==> src/rtl/uart_rx_ext_if.sv <==
// Receive-side word handshake between uart_rx_ext and its consumer.
// The UART acts as master (drives data/valid), the consumer as slave (drives ready).
interface uart_rx_ext_if #(
    parameter int MAX_DATA_WIDTH = 8
);
    logic [MAX_DATA_WIDTH-1:0] rx_data;
    logic                      rx_valid;
    logic                      rx_ready;

    modport master (output rx_data, output rx_valid, input rx_ready);
    modport slave  (input rx_data, input rx_valid, output rx_ready);
endinterface

==> src/rtl/uart_rx_ext.sv <==
// Oversampling UART receiver: 5..8 data bits, optional parity, 1/2 stop bits, valid/ready output.
// Optional break detection is enabled by defining UART_RX_BREAK_DETECT_EN.
module uart_rx_ext #(
    parameter int MAX_DATA_WIDTH  = 8,
    parameter int OVERSAMPLE_RATE = 16
) (
    input  logic          uart_clk,
    input  logic          rst_n,
    input  logic          sample_tick,
    input  logic          rx_serial_sync,
    input  logic [1:0]    cfg_data_bits,
    input  logic          cfg_parity_en,
    input  logic          cfg_parity_odd,
    input  logic          cfg_stop2,
    uart_rx_ext_if.master rx_if,
    output logic          frame_error,
    output logic          parity_error,
    output logic          overrun_error,
    output logic          break_detect,
    output logic          rx_active
);
    localparam int CNT_W = $clog2(OVERSAMPLE_RATE);
    localparam logic [CNT_W-1:0] CNT_V0   = CNT_W'(OVERSAMPLE_RATE / 2 - 1);
    localparam logic [CNT_W-1:0] CNT_V1   = CNT_W'(OVERSAMPLE_RATE / 2);
    localparam logic [CNT_W-1:0] CNT_V2   = CNT_W'(OVERSAMPLE_RATE / 2 + 1);
    localparam logic [CNT_W-1:0] CNT_LAST = CNT_W'(OVERSAMPLE_RATE - 1);

    typedef enum logic [2:0] {
        IDLE,
        START,
        DATA,
        PARITY,
        STOP1,
        STOP2
`ifdef UART_RX_BREAK_DETECT_EN
        , BRK_WAIT
`endif
    } state_t;

    function automatic logic vote3(input logic a, input logic b, input logic c);
        return (a & b) | (a & c) | (b & c);
    endfunction

    // Index of the last data bit, with lengths beyond the build width clamped.
    function automatic logic [2:0] last_index(input logic [1:0] cfg);
        int n;
        n = int'(cfg) + 4;
        if (n > MAX_DATA_WIDTH - 1) n = MAX_DATA_WIDTH - 1;
        return 3'(n);
    endfunction

    state_t                    state_q, state_d;
    logic [CNT_W-1:0]          cnt_q, cnt_d;
    logic [2:0]                bit_cnt_q, bit_cnt_d;
    logic [2:0]                last_idx_q, last_idx_d;
    logic                      par_en_q, par_en_d;
    logic                      par_odd_q, par_odd_d;
    logic                      stop2_q, stop2_d;
    logic [MAX_DATA_WIDTH-1:0] shreg_q, shreg_d;
    logic                      s0_q, s0_d;
    logic                      s1_q, s1_d;
    logic                      prev_line_q, prev_line_d;
    logic                      par_err_frame_q, par_err_frame_d;
    logic [MAX_DATA_WIDTH-1:0] data_q, data_d;
    logic                      valid_q, valid_d;
    logic                      frame_err_q, frame_err_d;
    logic                      parity_err_q, parity_err_d;
    logic                      overrun_q, overrun_d;
`ifdef UART_RX_BREAK_DETECT_EN
    logic                      brk_q, brk_d;
    logic                      all_zero_q, all_zero_d;
`endif

    logic voted;
    logic decide;
    logic wrap;
    logic load;
    logic accept;

    assign voted  = vote3(s0_q, s1_q, rx_serial_sync);
    assign decide = (cnt_q == CNT_V2);
    assign wrap   = (cnt_q == CNT_LAST);
    assign accept = valid_q && rx_if.rx_ready;

    always_comb begin
        state_d         = state_q;
        cnt_d           = cnt_q;
        bit_cnt_d       = bit_cnt_q;
        last_idx_d      = last_idx_q;
        par_en_d        = par_en_q;
        par_odd_d       = par_odd_q;
        stop2_d         = stop2_q;
        shreg_d         = shreg_q;
        s0_d            = s0_q;
        s1_d            = s1_q;
        prev_line_d     = prev_line_q;
        par_err_frame_d = par_err_frame_q;
        data_d          = data_q;
        valid_d         = valid_q;
        frame_err_d     = frame_err_q;
        parity_err_d    = parity_err_q;
        overrun_d       = overrun_q;
        load            = 1'b0;
`ifdef UART_RX_BREAK_DETECT_EN
        brk_d           = brk_q;
        all_zero_d      = all_zero_q;
`endif

        if (sample_tick) begin
            prev_line_d = rx_serial_sync;
            if (state_q != IDLE) cnt_d = wrap ? '0 : cnt_q + 1'b1;
            if (cnt_q == CNT_V0) s0_d = rx_serial_sync;
            if (cnt_q == CNT_V1) s1_d = rx_serial_sync;

            unique case (state_q)
                IDLE: begin
                    if (prev_line_q && !rx_serial_sync) begin
                        state_d         = START;
                        cnt_d           = '0;
                        bit_cnt_d       = '0;
                        shreg_d         = '0;
                        par_err_frame_d = 1'b0;
                        last_idx_d      = last_index(cfg_data_bits);
                        par_en_d        = cfg_parity_en;
                        par_odd_d       = cfg_parity_odd;
                        stop2_d         = cfg_stop2;
`ifdef UART_RX_BREAK_DETECT_EN
                        all_zero_d      = 1'b1;
`endif
                    end
                end
                START: begin
                    if (decide && voted) begin
                        state_d = IDLE;
                        cnt_d   = '0;
                    end else if (wrap) begin
                        state_d = DATA;
                    end
                end
                DATA: begin
                    if (decide) begin
                        shreg_d[bit_cnt_q] = voted;
`ifdef UART_RX_BREAK_DETECT_EN
                        if (voted) all_zero_d = 1'b0;
`endif
                    end
                    if (wrap) begin
                        if (bit_cnt_q == last_idx_q) begin
                            bit_cnt_d = '0;
                            state_d   = par_en_q ? PARITY : STOP1;
                        end else begin
                            bit_cnt_d = bit_cnt_q + 1'b1;
                        end
                    end
                end
                PARITY: begin
                    if (decide) begin
                        par_err_frame_d = (^shreg_q) ^ voted ^ par_odd_q;
`ifdef UART_RX_BREAK_DETECT_EN
                        if (voted) all_zero_d = 1'b0;
`endif
                    end
                    if (wrap) state_d = STOP1;
                end
                STOP1: begin
                    if (decide) begin
                        parity_err_d = par_en_q & par_err_frame_q;
                        if (voted) begin
                            load        = 1'b1;
                            data_d      = shreg_q;
                            frame_err_d = 1'b0;
                            if (stop2_q) begin
                                state_d = STOP2;
                            end else begin
                                state_d = IDLE;
                                cnt_d   = '0;
                            end
                        end else begin
                            frame_err_d = 1'b1;
                            state_d     = IDLE;
                            cnt_d       = '0;
`ifdef UART_RX_BREAK_DETECT_EN
                            // An all-zero frame is a break, not a framing fault.
                            if (all_zero_q) begin
                                frame_err_d  = frame_err_q;
                                parity_err_d = parity_err_q;
                                brk_d        = 1'b1;
                                state_d      = BRK_WAIT;
                            end
`endif
                        end
                    end
                end
                STOP2: begin
                    if (decide) begin
                        if (!voted) frame_err_d = 1'b1;
                        state_d = IDLE;
                        cnt_d   = '0;
                    end
                end
`ifdef UART_RX_BREAK_DETECT_EN
                BRK_WAIT: begin
                    if (rx_serial_sync) begin
                        brk_d   = 1'b0;
                        state_d = IDLE;
                        cnt_d   = '0;
                    end
                end
`endif
                default: begin
                    state_d = IDLE;
                    cnt_d   = '0;
                end
            endcase
        end

        // The handshake runs every clock, independent of sample_tick.
        if (load) begin
            valid_d = 1'b1;
            if (valid_q && !accept) overrun_d = 1'b1;
            else if (accept)        overrun_d = 1'b0;
        end else if (accept) begin
            valid_d   = 1'b0;
            overrun_d = 1'b0;
        end
    end

    always_ff @(posedge uart_clk or negedge rst_n) begin
        if (!rst_n) begin
            state_q         <= IDLE;
            cnt_q           <= '0;
            bit_cnt_q       <= '0;
            last_idx_q      <= '0;
            par_en_q        <= 1'b0;
            par_odd_q       <= 1'b0;
            stop2_q         <= 1'b0;
            shreg_q         <= '0;
            s0_q            <= 1'b1;
            s1_q            <= 1'b1;
            prev_line_q     <= 1'b1;
            par_err_frame_q <= 1'b0;
            data_q          <= '0;
            valid_q         <= 1'b0;
            frame_err_q     <= 1'b0;
            parity_err_q    <= 1'b0;
            overrun_q       <= 1'b0;
`ifdef UART_RX_BREAK_DETECT_EN
            brk_q           <= 1'b0;
            all_zero_q      <= 1'b0;
`endif
        end else begin
            state_q         <= state_d;
            cnt_q           <= cnt_d;
            bit_cnt_q       <= bit_cnt_d;
            last_idx_q      <= last_idx_d;
            par_en_q        <= par_en_d;
            par_odd_q       <= par_odd_d;
            stop2_q         <= stop2_d;
            shreg_q         <= shreg_d;
            s0_q            <= s0_d;
            s1_q            <= s1_d;
            prev_line_q     <= prev_line_d;
            par_err_frame_q <= par_err_frame_d;
            data_q          <= data_d;
            valid_q         <= valid_d;
            frame_err_q     <= frame_err_d;
            parity_err_q    <= parity_err_d;
            overrun_q       <= overrun_d;
`ifdef UART_RX_BREAK_DETECT_EN
            brk_q           <= brk_d;
            all_zero_q      <= all_zero_d;
`endif
        end
    end

    assign rx_if.rx_data  = data_q;
    assign rx_if.rx_valid = valid_q;
    assign frame_error    = frame_err_q;
    assign parity_error   = parity_err_q;
    assign overrun_error  = overrun_q;
    assign rx_active      = (state_q != IDLE);
`ifdef UART_RX_BREAK_DETECT_EN
    assign break_detect   = brk_q;
`else
    assign break_detect   = 1'b0;
`endif
endmodule

==> src/flat_wrapper.sv <==
// flat-port wrapper written by rule: the top's interface ports become plain ports
module uart_rx_ext_flat 
#(
    parameter int MAX_DATA_WIDTH  = 8,
    parameter int OVERSAMPLE_RATE = 16
)
  (uart_clk, rst_n, sample_tick, rx_serial_sync, cfg_data_bits, cfg_parity_en, cfg_parity_odd, cfg_stop2, frame_error, parity_error, overrun_error, break_detect, rx_active, rx_if_rx_data, rx_if_rx_valid, rx_if_rx_ready);
  uart_rx_ext_if #(.MAX_DATA_WIDTH(MAX_DATA_WIDTH)) rx_if_i ();
  input  logic uart_clk;
  input  logic rst_n;
  input  logic sample_tick;
  input  logic rx_serial_sync;
  input  logic [1:0] cfg_data_bits;
  input  logic cfg_parity_en;
  input  logic cfg_parity_odd;
  input  logic cfg_stop2;
  output logic frame_error;
  output logic parity_error;
  output logic overrun_error;
  output logic break_detect;
  output logic rx_active;
  output wire logic [$bits(rx_if_i.rx_data)-1:0] rx_if_rx_data;
  output wire logic [$bits(rx_if_i.rx_valid)-1:0] rx_if_rx_valid;
  input wire logic [$bits(rx_if_i.rx_ready)-1:0] rx_if_rx_ready;
  assign rx_if_rx_data = rx_if_i.rx_data;
  assign rx_if_rx_valid = rx_if_i.rx_valid;
  assign rx_if_i.rx_ready = rx_if_rx_ready;
  uart_rx_ext #(.MAX_DATA_WIDTH(MAX_DATA_WIDTH), .OVERSAMPLE_RATE(OVERSAMPLE_RATE)) u_core (.uart_clk(uart_clk), .rst_n(rst_n), .sample_tick(sample_tick), .rx_serial_sync(rx_serial_sync), .cfg_data_bits(cfg_data_bits), .cfg_parity_en(cfg_parity_en), .cfg_parity_odd(cfg_parity_odd), .cfg_stop2(cfg_stop2), .rx_if(rx_if_i), .frame_error(frame_error), .parity_error(parity_error), .overrun_error(overrun_error), .break_detect(break_detect), .rx_active(rx_active));
endmodule
==> config.mk <==
export PLATFORM = sky130hd
export DESIGN_NAME = uart_rx_ext_flat
export DESIGN_NICKNAME = d
export VERILOG_FILES = /design/src/rtl/uart_rx_ext_if.sv /design/src/rtl/uart_rx_ext.sv /design/src/flat_wrapper.sv
export SDC_FILE = /design/constraint.sdc
export NUM_CORES = 1
export LEC_CHECK = 0
export CAP_MARGIN = 40
export CORE_MARGIN = 2
export CORE_UTILIZATION = 24
export DETAILED_ROUTE_END_ITERATION = 16
export GPL_TIMING_DRIVEN = 0
export SLEW_MARGIN = 30
export SYNTH_ARGS = -nofsm -noshare
export SYNTH_HDL_FRONTEND = slang
export SYNTH_SLANG_ARGS = --single-unit
==> constraint.sdc <==
create_clock -name uart_clk -period 2.2 [get_ports uart_clk]
set_input_delay 0.55 -clock uart_clk [delete_from_list [all_inputs] [get_ports uart_clk]]
set_output_delay 0.55 -clock uart_clk [all_outputs]
set_load 0.1 [all_outputs]
# Word level (Yosys, flattened, before mapping)
# Cells that the tools add are included.
# word_totals
output_inout_bits	14
in_bits	10
reg_bits	40
wordCells	125
# op_classes
mux	49
bitwise_logic	8
eq_ne	20
n_addsub	3
n_lt_le_gt_ge	3
n_reduce_logical	25
# op_table
operator	count
two-way mux 3 bit	15
two-way mux 4 bit	8
case mux 4 bit (5 select lines)	1
case mux 3 bit (6 select lines)	1
two-way mux 1 bit	16
two-way mux 8 bit	2
!= test 2 x 1 -> 1 bit (second input constant)	8
case mux 8 bit (2 select lines)	1
AND reduction 4 bit	4
equality test 4 bit (second input constant)	3
bitwise mux 8 bit	1
AND reduction 8 bit	1
nonzero test 2 bit	4
XOR reduction 8 bit	1
equality test 3 x 2 -> 1 bit (second input constant)	2
equality test 3 bit (second input constant)	2
case mux 3 bit (2 select lines)	1
AND reduction 3 bit	2
logical AND 1 bit	5
AND reduction 5 bit	1
adder 2 x 3 -> 4 bit (second input constant)	1
adder 4 x 1 -> 4 bit (second input constant)	1
bitwise AND 1 bit	4
equality test 4 x 3 -> 1 bit (second input constant)	1
other kinds (17)	22

# Logic depth before layout (Yosys ltp)
# Gate-level depths: netlist of the first run.
# depth
word_depth	8
depth_mapped	9
depth_no_buf	7

# Worst setup path after synthesis of the first run
# No wires, ideal clock.
# synth_timing
kind	flip-flop to flip-flop
from	register u_core.state_q[2]
to	register u_core.stop2_q
slack_ns	0.014
path_stages_with_launch	6
synth_period_minus_slack_ns	2.186
required_time_ns	2.075
n_path_buf	1
arrival_ns	2.061
setup_time_ns	0.125
path_cell_list	dfrtp_1 -> nor3_4 -> inv_1 -> nor2_2 -> buf_4 -> mux2_2
# synth_via
elab_chain_cells	2
# synth_rtl
element	line	source
from (decl)	uart_rx_ext.sv:52	state_t state_q, state_d;
from (signal assigned)	uart_rx_ext.sv:252	state_q <= state_d;
logical NOT 3 bit	uart_rx_ext.sv:115	unique case (state_q)
AND reduction 3 bit (no line)	--	
to (signal assigned)	uart_rx_ext.sv:258	stop2_q <= stop2_d;
to (decl)	uart_rx_ext.sv:58	logic stop2_q, stop2_d;
# Every way passes these cells.
# A chain may end at the register's enable or synchronous reset.

# Worst setup path in the final report of the first run
# layout_timing
from	input rx_serial_sync
to	register u_core.cnt_q[2]
# layout_via
elab_chain_cells	6
elab_cells_between_ends	12
cone_classes	5 x mux; 4 x bitwise; 3 x reduce/logical
# layout_rtl
element	line	source
from (decl)	flat_wrapper.sv:12	input logic rx_serial_sync;
bitwise AND 1 bit	uart_rx_ext.sv:41	return (a & b) | (a & c) | (b & c);
bitwise OR 1 bit (2 in series)	uart_rx_ext.sv:41	
two-way mux 4 bit or logical AND 1 bit (tied branches)	uart_rx_ext.sv:168, uart_rx_ext.sv:133	
two-way mux 4 bit (on tied branches)	uart_rx_ext.sv:166, uart_rx_ext.sv:133	
case mux 4 bit (5 select lines) (*)	uart_rx_ext.sv:115	
to (signal assigned)	uart_rx_ext.sv:253	cnt_q <= cnt_d;
to (decl)	uart_rx_ext.sv:53	logic [CNT_W-1:0] cnt_q, cnt_d;
# Every way passes the cells marked *; elsewhere a longest branch is shown, timed or not.

==> impl_metrics.ini, run 1 <==
[cells_and_area]
final_common_cell = dfrtp_1
diodes = 0
fin_nets = 273
area_growth_pct = 30.79
post-route-util_pct = 31.74
mostFrequentLayoutCells = dfrtp_1, clkdlybuf4s50_1, mux2_2
nFillCells = 944
layout-drive-gt1-share_pct = 24.32

[die]
core_area_mm2 = 0.009109
rows = 35
die_x_um = 99.98
fp.dieH_um = 99.98
dieArea_mm2 = 0.009996
num_io_pins = 24
initial_core_util_pct = 24.27

[flow_run]
max_cap_viol_count = 0

[place]
routabilityCongestion = 0.8632
dp_hpwl_um = 3457
portBuffers = 22
pre_cts_ws_ns = -0.3854

[synth]
synth_cells = 216
synth_fp_nets = 230
ys_types = 49
synth_edf_count = 0
syn_area_per_cell_um2 = 10.24
synth_seq_area_share_pct = 45.44
synth_async_sr_flop_share_pct = 100.0
synth_flop_cell = dfrtp_1
yosysWarnings = 0
ys_seq_elements = 40
syn_area_mm2 = 0.002211

[critical_path]
required_ns = 2.42
worst_path_largest_cell_delay_ns = 0.47
start_kind = primary input
end_kind = flip-flop
cp_slowest_cell = clkdlybuf4s50_1
r2r-start = u_core.cnt_q[0]
critical_path_class = primary input to flip-flop
arrival_ns = 2.31
cp-startpoint = rx_serial_sync
path_max_fanout = 7
path_cells = clkdlybuf4s50_1 -> maj3_2 -> a311o_1 -> a31oi_4 -> a41oi_1 -> a31oi_1

[power_and_ir_drop]
p_per_area_mw_per_mm2 = 837.2
vdd_drop_max_mv = 0.3372
p_total_w = 0.002421
p_leak_nw = 1.299

[clocking]
cts_buffers = 5
clkSlewWorstSetupHoldPaths_ns = 0.08
clk_path_buf_depth = 2
cts_tree = yes
root_buffer = clkbuf_8
clock-sinks = 40
cts_max_level = 2
worstSkewPairLatency_ns = 0.30

[detailed_routing]
via_per_inst = 4.738
drtPass1Iterations = 4
drt_iter0_drc = 109
finalWirelength_um = 4685
remaining_drc_errors = 0
wire_per_inst_um = 12.66
vias = 1753
ant_nets = 0

[sta]
drv_slew = 0
finClkSkew_ns = 0.009030
setup_slack_ns = 0.1140
finalHoldViolCount = 0
fmax_mhz = 479.4
hold_ws_ns = 0.2098
fin_crit_ns = 2.086
fin_crit_sh_pct = 94.82
setup_viol = 0

[global_routing]
grt_pass1_wl_um = 8383
groute.usage.overall_pct = 10.28
grt_max_degree = 22
grt_pass1_vias = 1670
antenna_found_initial = 0
grt_overflow = 0

[hold_path]
hold_class = primary input to async pin

[run_status]
run_status = completed
## worst max-delay path: cells and delay by family
family	cells	cell delay (ns)
compound gates	4	0.87
fa+ha+maj	1	0.42
buf+inv	1	0.47
## what timing repair did
item | 4_1_cts | 5_1_grt
hold buffers | 0 | 0
setup buffers | 1 | 0
setup endpoints to repair | 8 | 9
pin swaps | 1 | 0
gates resized for setup | 2 | 2
hold endpoints to repair | 0 | 0
## flip-flops by register name (all words and copies together) (netlist names), 3 cells and up, named ones only
signal	count
u_core.bit_cnt_q	3
u_core.rx_if.rx_data	8
u_core.cnt_q	4
u_core.state_q	3
u_core.shreg_q	8
u_core.last_idx_q	3
## cell families (layout without fill, tap and decap cells)
| family | Yosys count | after routing | synth area share (%) |
|---|---|---|---|
| other cells | 1 | 1 | 0.1696 |
| buf+inv | 21 | 64 | 4.471 |
| compound gates | 40 | 40 | 12.62 |
| mux | 24 | 24 | 11.77 |
| simple gates | 73 | 73 | 18.00 |
| flops | 40 | 40 | 45.44 |
| fa+ha+maj | 5 | 5 | 2.773 |
| xor+xnor | 12 | 12 | 4.754 |
## Yosys cell counts, types with 2 or more instances
master     n  area (um2)
dfrtp_1   37       925.9
and3b_1    2       17.52
nor3_1     3       15.01
nand2b_1   5       31.28
clkbuf_1   4       15.01
nor2_1    13       48.80
inv_1      9       33.78
ha_1       4       50.05
mux2_2    16       180.2
o21ai_0   12       60.06
and3_1     3       18.77
nand4_1    9       56.30
nand3_1    6       30.03
o22ai_1    2       12.51
a21oi_1    8       40.04
dfstp_2    3       78.83
buf_4      4       30.03
nand2_1   14       52.55
a31oi_1    4       25.02
mux2i_1    8       80.08
nor2b_1    5       31.28
nor2_2     2       12.51
and2_1     3       18.77
o31ai_1    2       15.01
xor2_1     5       43.79
xnor2_1    7       61.31
buf_2      4       20.02
## layout make-up
cell class                 instances  area (um2)  area share [%]
tap                              111       138.9           4.803
buffer                            12       66.31           2.293
sequential                        40        1005           34.75
multi-input combinational        155        1116           38.60
clock buffer                       7       96.34           3.332
timing repair buffer              36       435.4           15.06
inverter                           9       33.78           1.168
## stage by stage
stage	std cells	instance area, um2	setup TNS [ns]
global placement	349	2570	-22.27
floorplan	216	2211	0
detailed placement	363	2788	-5.205
global route	370	2892	-0.001859
CTS	370	2883	0
finish	370	2892	0
## worst paths after layout
| check | to | slack (ns) | cells past startpoint |
|---|---|---|---|
| worst min register to register | u_core.last_idx_q[2] | 0.49 | 1 |
| min in group uart_clk | u_core.last_idx_q[2] | 0.49 | 1 |
| max in group asynchronous | u_core.last_idx_q[2] | 1.51 | 2 |
| worst max-delay path | u_core.cnt_q[2] | 0.11 | 6 |
| worst max register to register | u_core.state_q[1] | 0.16 | 6 |
| worst min-delay path | u_core.cnt_q[2] | 0.21 | 1 |
## layer usage
layer / vias to the layer above / routed length, um / global-route usage [%]
met5: - / 0 / 0
met4: 0 / 55 / 2.529
met3: 8 / 226 / 2.298
met2: 43 / 2095 / 15.18
met1: 845 / 2308 / 15.26
li1: 857 / - / -
## power by group
group	switching [W]	internal (W)	total, W
clock	0.000254	0.000279	0.000533
combinational	0.000501	0.000378	0.000879
sequential	0.000126	0.000883	0.00101
(Power assumes the default switching activity.)
==> inputs of run 2 (changes only) <==
Settings changed: GPL_TIMING_DRIVEN 0 to 1.
==> run 2 against run 1 <==
Net effect:
- sequential power about the same
- die area unchanged
- core utilization shrank 1.4 points
==> impl_metrics.ini, run 2 (synthesis gave the netlist of run 1 again) <==
[die]
rows = 35
die_x_um = 99.98
dieArea_mm2 = 0.009996
fp.dieH_um = 99.98
core_area_mm2 = 0.009109
initial_core_util_pct = 24.27
num_io_pins = 24

[cells_and_area]
area_growth_pct = 24.96
fin_nets = 266
nFillCells = 966
final_cells = 364
final_common_cell = dfrtp_1
layout-drive-gt1-share_pct = 28.06
multi_input_area_mm2 = 0.001114
diodes = 0
post-route-util_pct = 30.33
mostFrequentLayoutCells = dfrtp_1, buf_4, mux2_2
seq_area_mm2 = 0.001005

[critical_path]
critical_path_class = flip-flop to output pin
start_kind = flip-flop
required_ns = 1.65
cp_slowest_cell = dfrtp_1
r2r-start = u_core.cnt_q[0]
cp-startpoint = u_core.state_q[1]
rrSetupSlack_ns = 0.24
r2r-end = u_core.state_q[1]
end_kind = output pin
path_cells = nor3_4 -> inv_1 -> buf_12
rr_worst_depth = 6
arrival_ns = 1.48
path_buf_inv = 2
critPathTopFamily = flip-flops
worst_path_largest_cell_delay_ns = 0.46
path_max_fanout = 7

[hold_path]
hold_class = primary input to async pin

[sta]
setup_viol = 0
finalHoldViolCount = 0
fin_crit_ns = 2.027
rsz0062_at_grt = no
fin_crit_sh_pct = 92.12
finClkSkew_ns = 0.004533
drv_slew = 0
fmax_mhz = 493.4
fin_tns_setup_ns = 0

[clocking]
clk_path_buf_depth = 2
root_buffer = clkbuf_8
cts_tree = yes
clock-sinks = 40
cts_setup_buffers = 0
cts_max_level = 2
cts_hold_buf = 0
post_cts_resized = 0
clkSlewWorstSetupHoldPaths_ns = 0.08
worstSkewPairLatency_ns = 0.30
cts_buffers = 5

[power_and_ir_drop]
switching_share_pct = 35.15
power_frac_clock_pct = 25.0
p_total_w = 0.002556
comb_power_share_pct = 34.6
p_int_w = 0.001658
p_per_area_mw_per_mm2 = 925.3
seq_power_share_pct = 40.4
p_leak_nw = 1.277
p_switching_w = 0.0008986
vdd_drop_max_mv = 0.3010

[place]
post-place-cells = 356
routabilityCongestion = 0.8214
dp_hpwl_um = 3508
portBuffers = 22

[flow_run]
max_cap_viol_count = 0

[detailed_routing]
finalWirelength_um = 4681
remaining_drc_errors = 0
wire_per_inst_um = 12.86
drtPass1Iterations = 4
drt_iter0_drc = 69
vias = 1674
via_per_inst = 4.599
ant_nets = 0

[global_routing]
grt_pass1_vias = 1682
grt_max_degree = 20
antenna_found_initial = 0
grt_pass1_wl_um = 7935
grt_overflow = 0
groute.usage.overall_pct = 9.906

[run_status]
run_status = completed
## run 2: worst reg2reg max path, cell delays in order (launching register included)
cell and delay [ns]:
dfrtp_1 0.46, ha_1 0.31, nand3_1 0.22, nor4_2 0.33, o31a_1 0.18, o21ai_0 0.13, o21ba_2 0.24
## run 2: per-layer routing
layer / share of wire [%] / wire [um] / global-route usage, %
met2: 45 / 2094 / 16.01
met5: 0 / 0 / 0
met3: 4.0 / 186 / 2.786
met4: 0.90 / 42 / 2.845
met1: 50 / 2357 / 13.00
## run 2: how the worst max path moves through the flow
stage                     depth (start not counted)           endpoint
after detailed placement                          6    u_core.cnt_q[0]
after global routing                              6  u_core.state_q[2]
final                                             3          rx_active
after floorplan                                   5     u_core.stop2_q
after global placement                            6    u_core.cnt_q[2]
after CTS                                         3          rx_active
## run 2: cell type report
| class | instances | share of cell area (%) |
|---|---|---|
| Timing Repair Buffer | 41 | 12.68 |
| Tap cell | 111 | 5.027 |
| Inverter | 9 | 1.223 |
| Clock buffer | 6 | 2.989 |
| Clock inverter | 2 | 1.404 |
| Sequential cell | 40 | 36.37 |
| Multi-Input combinational cell | 155 | 40.31 |
## run 2: stage by stage
step / worst slack [ns] / cell area [um2] / hold WS (ns)
after floorplan: 0.01394 / 2211 / 0.2544
after global placement: -0.05955 / 2635 / 0.4748
after detailed placement: -0.07216 / 2635 / 0.4910
after CTS: 0.1727 / 2756 / 0.1898
after global routing: 0.02969 / 2763 / 0.2216
final: 0.1734 / 2763 / 0.1863
## run 2: power by group through the flow
stage                     Sequential (W)  Clock, W  Combinational [W]
after floorplan                 0.000982         0           0.000677
after global routing             0.00106  0.000685           0.000979
after detailed placement         0.00105         0           0.000877
after CTS                        0.00103  0.000657           0.000880
after global placement           0.00104         0           0.000861
final                            0.00103  0.000639           0.000883
